### config.mk
export PLATFORM = sky130hd
export DESIGN_NAME = menu_text_buffer
export DESIGN_NICKNAME = d
export VERILOG_FILES = /design/src/rtl/vga_pkg.sv /design/src/rtl/text_ram.sv /design/src/rtl/menu_text_buffer.sv
export SDC_FILE = /design/constraint.sdc
export NUM_CORES = 2
export LEC_CHECK = 0
export CAP_MARGIN = 20
export CORE_MARGIN = 10
export CORE_UTILIZATION = 44
export DETAILED_ROUTE_END_ITERATION = 10
export DONT_BUFFER_PORTS = 1
export PLACE_DENSITY_LB_ADDON = 0.08
export REMOVE_ABC_BUFFERS = 1
export SLEW_MARGIN = 20
export SYNTH_ARGS = -nofsm -noshare
export SYNTH_HDL_FRONTEND = slang
export SYNTH_SLANG_ARGS = --single-unit
### constraint.sdc
create_clock -name clk -period 7.6 [get_ports clk]
set_clock_uncertainty 0.1 [all_clocks]
set_input_delay 2.28 -clock clk [delete_from_list [all_inputs] [get_ports clk]]
set_output_delay 2.28 -clock clk [all_outputs]
set_load 0.005 [all_outputs]
### src/rtl/vga_pkg.sv
// Shared constants for the menu text overlay: writer command encodings and
// text grid geometry.
package vga_pkg;

  localparam logic [1:0] TXT_CMD_CHAR    = 2'd0;
  localparam logic [1:0] TXT_CMD_NEWLINE = 2'd1;
  localparam logic [1:0] TXT_CMD_HOME    = 2'd2;
  localparam logic [1:0] TXT_CMD_CLEAR   = 2'd3;

  localparam int TXT_COLS = 16;
  localparam int TXT_ROWS = 16;

endpackage

### src/rtl/text_ram.sv
// Simple dual-port character store: one synchronous write port and one
// registered read-first read port, shaped for BRAM/LUTRAM inference.
module text_ram
  import vga_pkg::*;
#(
  parameter int          DATA_W  = 7,
  parameter int          ADDR_W  = 8,
  parameter logic [6:0]  RST_VAL = 7'h00
) (
  input  logic              clk,
  input  logic              rst,
  input  logic              we,
  input  logic [ADDR_W-1:0] waddr,
  input  logic [DATA_W-1:0] wdata,
  input  logic [ADDR_W-1:0] raddr,
  output logic [DATA_W-1:0] rdata
);

  localparam int DEPTH = TXT_COLS * TXT_ROWS;

  logic [DATA_W-1:0] mem [DEPTH];

  always_ff @(posedge clk) begin
    if (we) mem[waddr] <= wdata;
  end

  // Read samples the array before this edge's write lands, so a same-cycle
  // write to the read address shows up one cycle later.
  always_ff @(posedge clk) begin
    if (rst) rdata <= RST_VAL[DATA_W-1:0];
    else     rdata <= mem[raddr];
  end

endmodule

### src/rtl/menu_text_buffer.sv
// Writable 16x16 menu text buffer: cursor-driven command stream on the write
// side, ROM-compatible char_xy -> char_code lookup on the read side.
module menu_text_buffer
  import vga_pkg::*;
#(
  parameter logic [6:0] BLANK_CODE   = 7'h00,
  parameter bit         CLEAR_ON_RST = 1'b1
) (
  input  logic       clk,
  input  logic       rst,
  input  logic       wr_valid,
  output logic       wr_ready,
  input  logic [1:0] wr_cmd,
  input  logic [6:0] wr_char,
  output logic [7:0] cursor_xy,
  output logic       busy,
  input  logic [7:0] char_xy,
  output logic [6:0] char_code
);

  localparam logic STATE_IDLE  = 1'b0;
  localparam logic STATE_SWEEP = 1'b1;

  logic       state;
  logic [7:0] sweep_cnt;
  logic [7:0] cursor;
  logic       accept;
  logic       ram_we;
  logic [7:0] ram_waddr;
  logic [6:0] ram_wdata;

  assign wr_ready  = (state == STATE_IDLE);
  assign busy      = (state == STATE_SWEEP);
  assign accept    = wr_valid && wr_ready;
  assign cursor_xy = cursor;

  // The write port is shared between the clear sweep and CHAR commands; the
  // two never overlap because commands are only accepted in IDLE.
  always_comb begin
    ram_we    = 1'b0;
    ram_waddr = cursor;
    ram_wdata = wr_char;
    if (!rst) begin
      if (state == STATE_SWEEP) begin
        ram_we    = 1'b1;
        ram_waddr = sweep_cnt;
        ram_wdata = BLANK_CODE;
      end else if (accept && wr_cmd == TXT_CMD_CHAR) begin
        ram_we = 1'b1;
      end
    end
  end

  always_ff @(posedge clk) begin
    if (rst) begin
      state     <= CLEAR_ON_RST ? STATE_SWEEP : STATE_IDLE;
      sweep_cnt <= 8'h00;
      cursor    <= 8'h00;
    end else begin
      case (state)
        STATE_SWEEP: begin
          sweep_cnt <= sweep_cnt + 8'h01;
          if (sweep_cnt == 8'hFF) begin
            state  <= STATE_IDLE;
            cursor <= 8'h00;
          end
        end
        default: begin
          if (accept) begin
            case (wr_cmd)
              TXT_CMD_CHAR:    cursor <= cursor + 8'h01;
              TXT_CMD_NEWLINE: cursor <= {cursor[7:4] + 4'h1, 4'h0};
              TXT_CMD_HOME:    cursor <= 8'h00;
              default: begin
                state     <= STATE_SWEEP;
                sweep_cnt <= 8'h00;
                cursor    <= 8'h00;
              end
            endcase
          end
        end
      endcase
    end
  end

  text_ram #(
    .DATA_W  (7),
    .ADDR_W  (8),
    .RST_VAL (BLANK_CODE)
  ) u_text_ram (
    .clk   (clk),
    .rst   (rst),
    .we    (ram_we),
    .waddr (ram_waddr),
    .wdata (ram_wdata),
    .raddr (char_xy),
    .rdata (char_code)
  );

endmodule
==> flow_metrics.env <==
export IMPL_status="finished, final reports clean"
export IMPL_cts_resized=0
export IMPL_areaGrowthSynthToFinish_pct=11.6
export IMPL_postCtsSetupRepairBufs=0
export IMPL_async_reset_ff_frac=0
export IMPL_io_buffer_count=0
export IMPL_stdcell_count=6076
export IMPL_multi_input_area_um2=15900
export IMPL_cts_made_buffers=187
export IMPL_place_congestion=0.852
export IMPL_endpoint_kind="register"
export IMPL_synth_edf_count=1792
export IMPL_vias=37000
export IMPL_crit_path_max_incr_delay_ns=0.97
export IMPL_clock_latency_ns=0.80
export IMPL_max_cap_viol_count=0
export IMPL_crit_type="primary input to register"
export IMPL_firstDrtPassIters=6
export IMPL_wl_per_cell_um=33.6
export IMPL_power_leakage_nw=25.1
export IMPL_overflow=0
export IMPL_setup_tns_ns=0
export IMPL_yosys_warnings=0
export IMPL_ys_seq_area_frac=0.759
export IMPL_drive_gt1_frac=0.177
export IMPL_cp_buffers_inverters=3
export IMPL_r2r_cells=4
export IMPL_rsz0062_at_grt="false"
export IMPL_drt_total_wl_um=204000
export IMPL_dp_hpwl_um=123000
export IMPL_hold_class="register to register"
export IMPL_holdBufCountCts=0
export IMPL_first_global_vias=37300
export IMPL_worst_pin_slew_ns=1.21
export IMPL_die_w_um=423
export IMPL_worstPathArrival_ns=7.05
export IMPL_slew_headroom=0.185
export IMPL_cts_root_buf="clkbuf_16"
export IMPL_die_h_um=423
export IMPL_grt_use_total=0.224
export IMPL_synth_top_cells_by_count="edfxtp_1 (1792), nor2_1 (325), mux4_2 (308), mux2i_1 (284), nand2_1 (114)"
export IMPL_setup_viol=0
export IMPL_start_kind="primary input"
export IMPL_clock_fmax_mhz=155
export IMPL_start_util=0.444
export IMPL_synthTopCellsByArea="edfxtp_1 (75%), mux4_2 (9.7%), mux2i_1 (4.0%)"
export IMPL_worstPathMaxFanout=124
export IMPL_syn_area_um2=71600
export IMPL_antenna_found_initial=3
export IMPL_grt_pass1_wl_um=288000
export IMPL_finalPower_mw=20.9
export IMPL_drv_slew=0
export IMPL_dieArea_um2=179000
export IMPL_cp_required_ns=8.19
export IMPL_cp_common_cell="buf_16"
export IMPL_synth_cell_type_count=65
export IMPL_crit_family="buffers and inverters"
export IMPL_rr_endpoint="u_text_ram.mem[187][6]"
export IMPL_period_share=0.850
export IMPL_synthCells=3714
export IMPL_crit_end="u_text_ram.rdata[6]"
export IMPL_ios=37
export IMPL_regArea_um2=54300
export IMPL_grt_max_degree=581
export IMPL_cts_sinks=1816
export IMPL_synthFlopType="edfxtp_1"
export IMPL_hold_viol=0
export IMPL_reg2reg_from="busy"
export IMPL_vias_per_cell=6.09
export IMPL_finalCriticalPeriod_ns=6.46
export IMPL_route_detailed_drc=0
export IMPL_dpl_cell_count=5722
export IMPL_h_tree_depth=4
export IMPL_final_area_um2=79800
export IMPL_clkTransAtPathRegs_ns=0.06
export IMPL_cp_slowest_cell="o21ai_0"
export IMPL_critPathLaunch="char_xy[0]"
export IMPL_finalWorstSetupSlack_ns=1.14
export IMPL_worst_path_stages=9
export IMPL_cts_buffer_depth=3
export IMPL_crit_chain="buf_16 -> buf_16 -> buf_16 -> mux4_2 -> nand2_1 -> a21boi_0 -> o21ai_0 -> nor3_1 -> a31o_2"
export IMPL_yosys_register_bits=1816
export IMPL_nets=3780
export IMPL_reg2reg_slack_ns=3.85
export IMPL_synth_area_leader_cell="edfxtp_1"
export IMPL_synth_area_per_cell_um2=19.3
export IMPL_yosysTopAreaCellShare=0.752
export IMPL_cts_tree="yes"
export IMPL_rows=147
export IMPL_coreArea_um2=161000
export IMPL_fill_cells=13100
export IMPL_p_per_area_nw_per_um2=261
export IMPL_dpl_cell_area_um2=73700
export IMPL_ir_worst_vdd_v=0.000224
export IMPL_postRouteAntennaNets=0
export IMPL_synth_most_common_cell="edfxtp_1"
export IMPL_drt_initial_drc_count=4603
export IMPL_placement_setup_worst_slack_ns=0.963
-- worst min-delay path by stage --
| stage | endpoint | cells past startpoint | startpoint |
|---|---|---|---|
| 2_1_floorplan | sweep_cnt[4] | 2 | sweep_cnt[4] |
| 3_3_place_gp | sweep_cnt[4] | 2 | sweep_cnt[4] |
| 3_5_place_dp | sweep_cnt[4] | 2 | sweep_cnt[4] |
| 4_1_cts | sweep_cnt[4] | 2 | sweep_cnt[4] |
| 5_1_grt | sweep_cnt[3] | 2 | sweep_cnt[3] |
| 6_report | sweep_cnt[4] | 2 | sweep_cnt[4] |
-- through the flow --
step / utilization / hold WS, ns
after floorplan: - / 0.395
after global placement: 0.457 / 0.417
after detailed placement: 0.457 / 0.445
after CTS: 0.494 / 0.454
after global routing: 0.495 / 0.517
final: 0.496 / 0.466
-- worst reg2reg max path: cells and delay by family (launching register included) --
kind	cells	cell delay (ns)
AO/OA/AOI/OAI	1	0.59
flip-flops	1	0.60
AND/OR/NAND/NOR	3	2.05
-- state kept, by name, indices dropped and copies added (netlist names) --
| signal | flops |
|---|---|
| u_text_ram.rdata | 7 |
| busy | 1 |
| sweep_cnt | 8 |
| cursor_xy | 8 |
| u_text_ram.mem | 1792 |
-- metal layers --
layer	share of wire	track usage	vias to the layer above
met5	0.000064	0	-
met4	0.031	0.0665	2
met3	0.081	0.0503	323
met2	0.47	0.351	1640
met1	0.42	0.313	19700
li1	-	-	15400
-- cells by family after synthesis --
family                     Yosys count  synth area share
DFF                               1816             0.759
and+or+nand+nor                    658            0.0412
muxes                              605             0.141
AOI/OAI and AO/OA                  398            0.0386
buffers and inverters              234            0.0199
adders and majority gates            3          0.000525
-- where the power goes --
group          internal, mW  leakage [nW]  switching, mW
sequential             11.0          16.5         0.0144
clock                  5.16          2.93           3.75
combinational         0.304          5.66          0.611
total                  16.5          25.1           4.38
-- cell usage in the layout, fill, tap and decap left out, drive strengths merged, types with 28 or more instances in the layout --
master  synthesis  layout
o221ai         63      63
mux2i         284     284
o22ai          73      73
nand3          42      42
a21oi          66      66
a22oi          42      42
mux4          319     319
nor3           53      53
edfxtp       1792    1792
clkinv          0      88
o21ai          51      51
nand2         114     114
nor2          325     325
nor4           28      28
buf           126      84
clkbuf        104     238
-- final cells by class --
class                      instances  share of cell area
antenna                            2           0.0000627
clock buffer                     238              0.0628
clock inverter                   108              0.0116
inverter                           4            0.000204
multi-input combinational       1664               0.199
sequential                      1816               0.680
tap                             2160              0.0339
timing repair buffer              84              0.0119
(Power assumes the default switching activity.)
